$ cat src/rtl/dpll_pkg.sv
// Shared encodings and helpers for the DPLL acquisition/tracking sequencer.
package dpll_pkg;

   typedef enum logic [1:0] {
      ST_IDLE   = 2'd0,
      ST_COARSE = 2'd1,
      ST_FINE   = 2'd2,
      ST_LOCKED = 2'd3
   } state_e;

   typedef enum logic [1:0] {
      DIR_NONE = 2'd0,
      DIR_UP   = 2'd1,
      DIR_DN   = 2'd2
   } dir_e;

   // Mid-scale DCO code for a word of width w: only the MSB set.
   function automatic logic [31:0] mid_code(input int unsigned w);
      return 32'd1 << (w - 32'd1);
   endfunction

   // Both or neither PFD flags set means the detector gave no usable decision.
   function automatic dir_e decode_dir(input logic up, input logic dn);
      dir_e d;
      if (up && !dn) begin
         d = DIR_UP;
      end else if (dn && !up) begin
         d = DIR_DN;
      end else begin
         d = DIR_NONE;
      end
      return d;
   endfunction

endpackage

$ cat src/rtl/dpll_sat_updn.sv
// Saturating up/down register with parallel load; holds the DCO control word.
module dpll_sat_updn
   import dpll_pkg::*;
#(
   parameter int             W       = 8,
   parameter logic [W-1:0]   RST_VAL = {W{1'b0}}
) (
   input  logic         clk,
   input  logic         cdn,
   input  logic         load,
   input  logic [W-1:0] load_val,
   input  logic         inc,
   input  logic         dec,
   output logic [W-1:0] q
);

   logic [W-1:0] q_q;
   logic [W-1:0] q_d;

   // Load wins over a step; steps stop at the rails instead of wrapping.
   always_comb begin
      q_d = q_q;
      if (load) begin
         q_d = load_val;
      end else if (inc && (q_q != {W{1'b1}})) begin
         q_d = q_q + W'(1);
      end else if (dec && (q_q != {W{1'b0}})) begin
         q_d = q_q - W'(1);
      end else begin
         q_d = q_q;
      end
   end

   // Code register.
   always_ff @(posedge clk or negedge cdn) begin
      if (!cdn) begin
         q_q <= RST_VAL;
      end else begin
         q_q <= q_d;
      end
   end

   assign q = q_q;

endmodule

$ cat src/rtl/dpll_lock_ctrl.sv
// DPLL sequencer: SAR coarse search, +/-1 fine tracking, lock detect and re-acquire.
module dpll_lock_ctrl
   import dpll_pkg::*;
#(
   parameter int CODE_W     = 8,
   parameter int SETTLE     = 2,
   parameter int LOCK_CNT   = 16,
   parameter int UNLOCK_RUN = 4
) (
   input  logic              clk,
   input  logic              cdn,
   input  logic              en,
   input  logic              up,
   input  logic              dn,
   input  logic              sample_vld,
   output logic [CODE_W-1:0] dco_code,
   output logic              locked,
   output logic [1:0]        state
);

   localparam int BW = (CODE_W > 1) ? $clog2(CODE_W) : 1;
   localparam int SW = (SETTLE > 0) ? $clog2(SETTLE + 1) : 1;
   localparam int GW = $clog2(LOCK_CNT + 1);
   localparam int RW = $clog2(UNLOCK_RUN + 1);
   localparam logic [CODE_W-1:0] MID       = CODE_W'(mid_code(CODE_W));
   localparam logic [BW-1:0]     BIT_TOP   = BW'(CODE_W - 1);
   localparam logic [SW-1:0]     SETTLE_LIM = SW'(SETTLE);
   localparam logic [GW-1:0]     GOOD_LIM  = GW'(LOCK_CNT);
   localparam logic [RW-1:0]     RUN_LIM   = RW'(UNLOCK_RUN);

   state_e             state_q, state_d;
   dir_e               last_q, last_d;
   logic [BW-1:0]      bit_q, bit_d;
   logic [SW-1:0]      settle_q, settle_d;
   logic [GW-1:0]      good_q, good_d;
   logic [RW-1:0]      run_q, run_d;
   logic               locked_q, locked_d;

   dir_e               dir_s;
   logic [CODE_W-1:0]  code_s, trial_s, ld_val_s;
   logic [RW-1:0]      run_next_s;
   logic [GW-1:0]      good_next_s;
   logic               ld_s, inc_s, dec_s;

   // Next-state, counters and code-register controls.
   always_comb begin
      state_d     = state_q;
      last_d      = last_q;
      bit_d       = bit_q;
      settle_d    = settle_q;
      good_d      = good_q;
      run_d       = run_q;
      locked_d    = locked_q;
      ld_s        = 1'b0;
      ld_val_s    = code_s;
      inc_s       = 1'b0;
      dec_s       = 1'b0;
      dir_s       = decode_dir(up, dn);
      good_next_s = good_q;

      // SAR trial: drop the bit under test on DN, arm the next lower bit.
      trial_s = code_s;
      if (dir_s == DIR_DN) begin
         trial_s[bit_q] = 1'b0;
      end else begin
         trial_s[bit_q] = code_s[bit_q];
      end
      if (bit_q != {BW{1'b0}}) begin
         trial_s[bit_q - BW'(1)] = 1'b1;
      end else begin
         trial_s = trial_s;
      end

      if (dir_s == DIR_NONE) begin
         run_next_s = RW'(0);
      end else if (dir_s == last_q) begin
         run_next_s = (run_q == RUN_LIM) ? run_q : run_q + RW'(1);
      end else begin
         run_next_s = RW'(1);
      end

      if (!en) begin
         state_d  = ST_IDLE;
         locked_d = 1'b0;
      end else begin
         case (state_q)
            ST_IDLE: begin
               state_d  = ST_COARSE;
               ld_s     = 1'b1;
               ld_val_s = MID;
               bit_d    = BIT_TOP;
               settle_d = {SW{1'b0}};
            end
            ST_COARSE: begin
               if (!sample_vld) begin
                  state_d = ST_COARSE;
               end else if (settle_q < SETTLE_LIM) begin
                  settle_d = settle_q + SW'(1);
               end else begin
                  ld_s     = 1'b1;
                  ld_val_s = trial_s;
                  if (bit_q != {BW{1'b0}}) begin
                     bit_d    = bit_q - BW'(1);
                     settle_d = {SW{1'b0}};
                  end else begin
                     state_d = ST_FINE;
                     run_d   = {RW{1'b0}};
                     good_d  = {GW{1'b0}};
                     last_d  = DIR_NONE;
                  end
               end
            end
            ST_FINE, ST_LOCKED: begin
               if (!sample_vld) begin
                  state_d = state_q;
               end else begin
                  inc_s = (dir_s == DIR_UP);
                  dec_s = (dir_s == DIR_DN);
                  run_d = run_next_s;
                  if (dir_s != DIR_NONE) begin
                     last_d = dir_s;
                  end else begin
                     last_d = last_q;
                  end
                  if (run_next_s >= RUN_LIM) begin
                     // Runaway correction: throw the code away and search again.
                     state_d  = ST_COARSE;
                     locked_d = 1'b0;
                     ld_s     = 1'b1;
                     ld_val_s = MID;
                     bit_d    = BIT_TOP;
                     settle_d = {SW{1'b0}};
                     run_d    = {RW{1'b0}};
                     good_d   = {GW{1'b0}};
                     last_d   = DIR_NONE;
                  end else if (state_q == ST_FINE) begin
                     if (run_next_s <= RW'(1)) begin
                        good_next_s = (good_q == GOOD_LIM) ? good_q : good_q + GW'(1);
                     end else begin
                        good_next_s = {GW{1'b0}};
                     end
                     good_d = good_next_s;
                     if (good_next_s >= GOOD_LIM) begin
                        state_d  = ST_LOCKED;
                        locked_d = 1'b1;
                     end else begin
                        state_d = ST_FINE;
                     end
                  end else begin
                     state_d = ST_LOCKED;
                  end
               end
            end
            default: begin
               state_d  = ST_IDLE;
               locked_d = 1'b0;
            end
         endcase
      end
   end

   // Sequencer state and counters.
   always_ff @(posedge clk or negedge cdn) begin
      if (!cdn) begin
         state_q  <= ST_IDLE;
         last_q   <= DIR_NONE;
         bit_q    <= BIT_TOP;
         settle_q <= {SW{1'b0}};
         good_q   <= {GW{1'b0}};
         run_q    <= {RW{1'b0}};
         locked_q <= 1'b0;
      end else begin
         state_q  <= state_d;
         last_q   <= last_d;
         bit_q    <= bit_d;
         settle_q <= settle_d;
         good_q   <= good_d;
         run_q    <= run_d;
         locked_q <= locked_d;
      end
   end

   dpll_sat_updn #(
      .W       (CODE_W),
      .RST_VAL (MID)
   ) u_code (
      .clk      (clk),
      .cdn      (cdn),
      .load     (ld_s),
      .load_val (ld_val_s),
      .inc      (inc_s),
      .dec      (dec_s),
      .q        (code_s)
   );

   assign dco_code = code_s;
   assign locked   = locked_q;
   assign state    = state_q;

endmodule

$ cat config.mk
export PLATFORM = sky130hd
export DESIGN_NAME = dpll_lock_ctrl
export DESIGN_NICKNAME = d
export VERILOG_FILES = /design/src/rtl/dpll_pkg.sv /design/src/rtl/dpll_sat_updn.sv /design/src/rtl/dpll_lock_ctrl.sv
export SDC_FILE = /design/constraint.sdc
export NUM_CORES = 1
export LEC_CHECK = 0
export CAP_MARGIN = 20
export CELL_PAD_IN_SITES_DETAIL_PLACEMENT = 1
export CELL_PAD_IN_SITES_GLOBAL_PLACEMENT = 1
export CORE_MARGIN = 10
export CORE_UTILIZATION = 40
export DETAILED_ROUTE_END_ITERATION = 8
export PLACE_DENSITY = 0.79
export SETUP_SLACK_MARGIN = 0.2
export SLEW_MARGIN = 20
export SYNTH_ARGS = -nofsm -noshare
export SYNTH_HDL_FRONTEND = slang
export SYNTH_HIERARCHICAL = 1
export SYNTH_SLANG_ARGS = --single-unit
export TNS_END_PERCENT = 30
$ cat constraint.sdc
create_clock -name clk -period 4.55 [get_ports clk]
set_input_delay 0.91 -clock clk [delete_from_list [all_inputs] [get_ports clk]]
set_output_delay 0.91 -clock clk [all_outputs]
set_load 0.02 [all_outputs]
# Word-level counts from Yosys, hierarchy flattened
# Cells that the tools add are included.
[totals]
in_bits = 6
out_inout_bits = 11
regBits = 26
[classes]
add_sub_neg = 6
n_eq_ne = 30
bitwise_logic = 3
mux = 89
order_cmp = 8
reduce_logical = 24
[op_table]
columns = ["op", "n"]
rows = [
  ["8-bit two-way mux", 10],
  ["5-bit two-way mux", 13],
  ["2-bit two-way mux", 20],
  ["3-bit two-way mux", 13],
  ["3-bit inequality test (second input constant)", 8],
  ["8-bit one-hot mux with 3 select lines", 1],
  ["1-bit two-way mux", 21],
  ["6-bit AND reduction", 3],
  ["2-bit inequality test (second input constant)", 7],
  ["7-bit AND reduction", 2],
  ["2-bit one-hot mux with 3 select lines", 2],
  ["5-bit one-hot mux with 2 select lines", 1],
  ["3-bit one-hot mux with 3 select lines", 1],
  ["8-bit by 1-bit adder with 8-bit output (second input constant)", 1],
  ["8-bit bitwise AND", 1],
  ["8-bit bitwise mux", 1],
  ["3-bit by 4-bit less-than comparator with 1-bit output (second input constant)", 2],
  ["4-bit inequality test (second input constant)", 2],
  ["8-bit inequality test (second input constant)", 1],
  ["8-bit inverter", 1],
  ["8-bit bitwise OR", 1],
  ["8-bit nonzero test", 1],
  ["8-bit by 1-bit subtractor with 8-bit output (second input constant)", 1],
  ["1-bit demux with 3-bit select", 2],
  ["other kinds (29)", 44],
]

# Longest topological paths before layout
[logic_depth]
depth_word = 21
depth_mapped = 12
mapped_depth_nobuf = 12

# Hierarchy
# Netlist, hierarchy kept.
[modules_own_cells]
columns = ["mod", "area_per_inst_um2", "cells_per_inst", "n_inst"]
rows = [
  ["dpll_lock_ctrl", 1654.1, 202, 1],
  ["dpll_sat_updn", 703.2, 75, 1],
]

# Worst setup path before layout
# OpenSTA, ideal clock, no wires.
[synth_path]
path_kind = "input to register"
start = "in en"
end = "reg u_code.q_q[6] (netlist: u_code/q[6])"
n_path_buf = 0
t_required_ns = 4.424
path_stages = 12
t_arrival_ns = 2.964
setup_slack_ns = 1.460
path_cell_list = "inv_1 > nor2_1 > and3_1 > o21a_1 > inv_1 > fa_1 > a21o_1 > a21oi_1 > o21bai_1 > a21oi_1 > xnor2_1 > a221o_1"
[synth_via]
elab_chain_len = 4
[synth_rtl]
columns = ["element", "line", "rtl"]
rows = [
  ["start: declaration", "dpll_lock_ctrl.sv:12", "input logic en,"],
  ["1-bit two-way mux (*)", "dpll_lock_ctrl.sv:82", "if (!en) begin"],
  ["via inc_s", "dpll_lock_ctrl.sv:43", "logic ld_s, inc_s, dec_s;"],
  ["1-bit logical AND (*)", "dpll_sat_updn.sv:25", "end else if (inc && (q_q != {W{1'b1}})) begin"],
  ["3-bit nonzero test (no source line) or 8-bit two-way mux (tied branches)", "n/a", ""],
  ["6-bit AND reduction (no source line) or 8-bit two-way mux (tied branches)", "n/a", ""],
  ["end signal: assignment", "dpll_sat_updn.sv:39", "q_q <= q_d;"],
  ["end: declaration", "dpll_sat_updn.sv:17", "logic [W-1:0] q_q;"],
]
# Mark *: on every way through the listed nets, which the timed path passes. The rest lies on a longest branch.
# A chain may end at the register's enable or synchronous reset.

# Worst setup path after layout
[layout_path]
start = "in en"
end = "reg u_code.q_q[7] (netlist: u_code/q[7])"
# Same word-level chain as after synthesis.

==> results.py <==
metrics = {
    "clock_network": {
        "cts_hold_buf": 0,
        "cts_setup_buffers": 0,
        "clkSinkCount": 26,
        "cts_buffers": 3,
        "cts_resized": 0,
        "cts.htree.levels": 1,
        "clk_pin_slew_ns": 0.11,
        "clk_latency_ns": 0.29,
        "root_buffer": "clkbuf_8",
        "cts_buffer_depth": 2,
        "cts_tree": "built",
    },
    "route": {
        "route.met2.wl_um": 3190,
        "met1Wirelength_um": 3570,
        "antenna_left": 0,
        "wire_per_inst_um": 19.5,
        "first_pass_iters": 4,
        "met3_length_um": 132,
        "vias": 2233,
        "drc": 0,
        "avgViaCountPerCell": 6.15,
        "dr.max_layer_used": "met4",
        "drt-total-wl_um": 7090,
        "drt_iter0_drc": 128,
    },
    "logic_synthesis": {
        "async_reset_ff_share_pct": 100,
        "yosysTopAreaCell": "dfrtp_1",
        "syn_area_um2": 2360,
        "synth_nets": 300,
        "synth_area_leaders": "dfrtp_1 (23%), ha_1 (8.5%), dfstp_2 (4.5%)",
        "yosysSeqAreaShare_pct": 27.8,
        "synth_seq_cells": 26,
        "synth_cell_type_count": 66,
        "syn_inst": 277,
        "syn_avg_cell_area_um2": 8.51,
        "ys_warn_count": 6,
        "synth_edf_count": 0,
        "synth_flop_cell": "dfrtp_1",
        "synth.top_cell.area_share_pct": 23.4,
    },
    "sta": {
        "fmax_mhz": 271,
        "rsz0062_at_grt": "false",
        "finalSetupViolCount": 0,
        "slew_viol_final": 0,
        "timing.final.crit_share_pct": 81.2,
        "relSlewSlack_pct": 58.1,
        "fin_setup_tns_ns": 0,
        "hold_violations": 0,
        "worstMarginPinSlew_ns": 0.613,
        "period_needed_ns": 3.69,
        "whs_ns": 0.499,
        "fin_skew_ns": 0.00793,
        "final.setup.worst_slack_ns": 0.855,
    },
    "floorplan": {
        "die_w_um": 96.8,
        "start_util_pct": 42.0,
        "die_area_um2": 9360,
        "core-area_um2": 5610,
        "io_pins": 17,
        "die_h_um": 96.8,
        "rows": 27,
    },
    "critical_path": {
        "endpoint_kind": "register",
        "worstPathMaxFanout": 10,
        "crit_path_start": "en",
        "start_kind": "primary input",
        "reg2reg_from": "state[1]$_DFFE_PN0P_",
        "cp.arrival_ns": 3.89,
        "path_class": "in -> reg",
        "required_ns": 4.75,
    },
    "layout": {
        "finalNetCount": 315,
        "finalNonFillerCells": 363,
        "drive_gt1_share_pct": 9.62,
        "final_util_pct": 47.5,
        "antenna_cells": 0,
        "area_growth_pct": 13.1,
    },
    "global_routing": {
        "grt_start_max_net_pins": 27,
        "grt_pass1_wl_um": 11700,
        "grt_pass1_vias": 2277,
        "antenna_found_initial": 0,
        "grt_usage_pct": 14.5,
        "overflow": 0,
    },
    "place": {
        "hpwl_um": 5090,
        "place_inst": 359,
        "port_buffers": 16,
        "gp_congestion": 0.853,
        "dpl_worst_slack_ns": 0.648,
    },
    "run": {
        "drv_cap": 0,
    },
    "power": {
        "p_leak_nw": 1.19,
        "power_density_nw_per_um2": 252,
        "peakVddDrop_mv": 0.175,
    },
    "hold_path": {
        "hold_path_class": "reg -> reg",
        "hp-start": "settle_q[0]$_DFFE_PN0P_",
    },
    "outcome": {
        "status": "completed",
    },
}
-- report_power, final --
part           internal, mW  switching [mW]
Combinational        0.0730           0.105
Sequential            0.250          0.0366
Clock                 0.118          0.0894
Total                 0.441           0.231
-- path summary, 6_finish.rpt --
| check | to | slack, ns | cells past startpoint |
|---|---|---|---|
| worst min-delay path | settle_q[0]$_DFFE_PN0P_ | 0.50 | 1 |
| min in group asynchronous | state[0]$_DFFE_PN0P_ | 0.99 | 2 |
| worst min register to register | settle_q[0]$_DFFE_PN0P_ | 0.50 | 1 |
| max in group asynchronous | bit_q[0]$_DFFE_PN1P_ | 3.25 | 2 |
| worst max register to register | u_code/q[7]$_DFFE_PN1P_ | 1.50 | 10 |
| worst max-delay path | u_code/q[7]$_DFFE_PN1P_ | 0.86 | 13 |
-- per-stage QoR --
stage                     total power [mW]  area, µm²
after floorplan                      0.402       2360
after global placement               0.457       2590
after detailed placement             0.463       2590
after CTS                            0.674       2670
after global routing                 0.710       2670
final                                0.672       2670
-- critical path: stages --
cell             delay [ns]
clkdlybuf4s50_1        0.48
inv_1                  0.09
nor2_1                 0.21
and3_1                 0.22
o21a_1                 0.18
inv_1                  0.18
ha_1                   0.32
a21o_1                 0.19
nand4_1                0.11
nand3_1                0.14
a311oi_1               0.38
mux2i_1                0.31
nand4_1                0.17
-- flip-flops by register name, summed over array words and instances, names as in the netlist --
register  flops
locked        1
u_code/q      8
state         2
last_q        2
settle_q      2
run_q         3
good_q        5
bit_q         3
-- synth_stat cells (all sizes together) (5+ instances only) --
library cell / count
mux2: 5
nor2: 16
nand2: 20
inv: 17
nand3: 8
dfrtp: 22
a22o: 5
nor3: 10
ha: 16
mux2i: 7
clkbuf: 7
xnor2: 6
a21oi: 21
o21ai: 21
-- kinds of logic (layout without fill, tap and decap cells) --
| logic type | count (synthesis) | count (layout) | share of synthesized area [%] |
|---|---|---|---|
| AO/OA/AOI/OAI | 98 | 98 | 29.5 |
| AND/OR/NAND/NOR | 87 | 87 | 19.6 |
| buffers and inverters | 28 | 42 | 4.88 |
| flip-flops | 26 | 26 | 27.8 |
| adder cells (fa/ha/maj) | 17 | 17 | 9.34 |
| multiplexers | 12 | 12 | 5.52 |
| XOR/XNOR | 9 | 9 | 3.34 |
-- per-layer routing --
metal | GRT usage, % | vias to the layer above
li1 | - | 1070
met5 | 0 | -
met3 | 1.56 | 15
met2 | 22.4 | 35
met4 | 6.65 | 0
met1 | 19.7 | 1113
-- layout make-up --
class	instances	area [µm²]
flip-flops and latches	26	656
clock inverters	1	30.0
inverters	17	63.8
clock buffers	3	41.3
fillers	701	2940
well taps	72	90.1
multi-input cells	223	1590
repair buffers	21	198
-- layout by cell type, fill, tap and decap left out, types with 6 or more instances in the layout --
master / Yosys / layout
nor2_1: 16 / 16
nand2_1: 19 / 19
xnor2_1: 6 / 6
ha_1: 16 / 16
dfrtp_1: 22 / 22
a21oi_1: 20 / 20
nor3_1: 9 / 9
o21ai_0: 21 / 21
clkdlybuf4s50_1: 0 / 16
inv_1: 17 / 17
nand3_1: 8 / 8
mux2i_1: 7 / 7
Note: power is estimated with default switching activity, not from simulation.
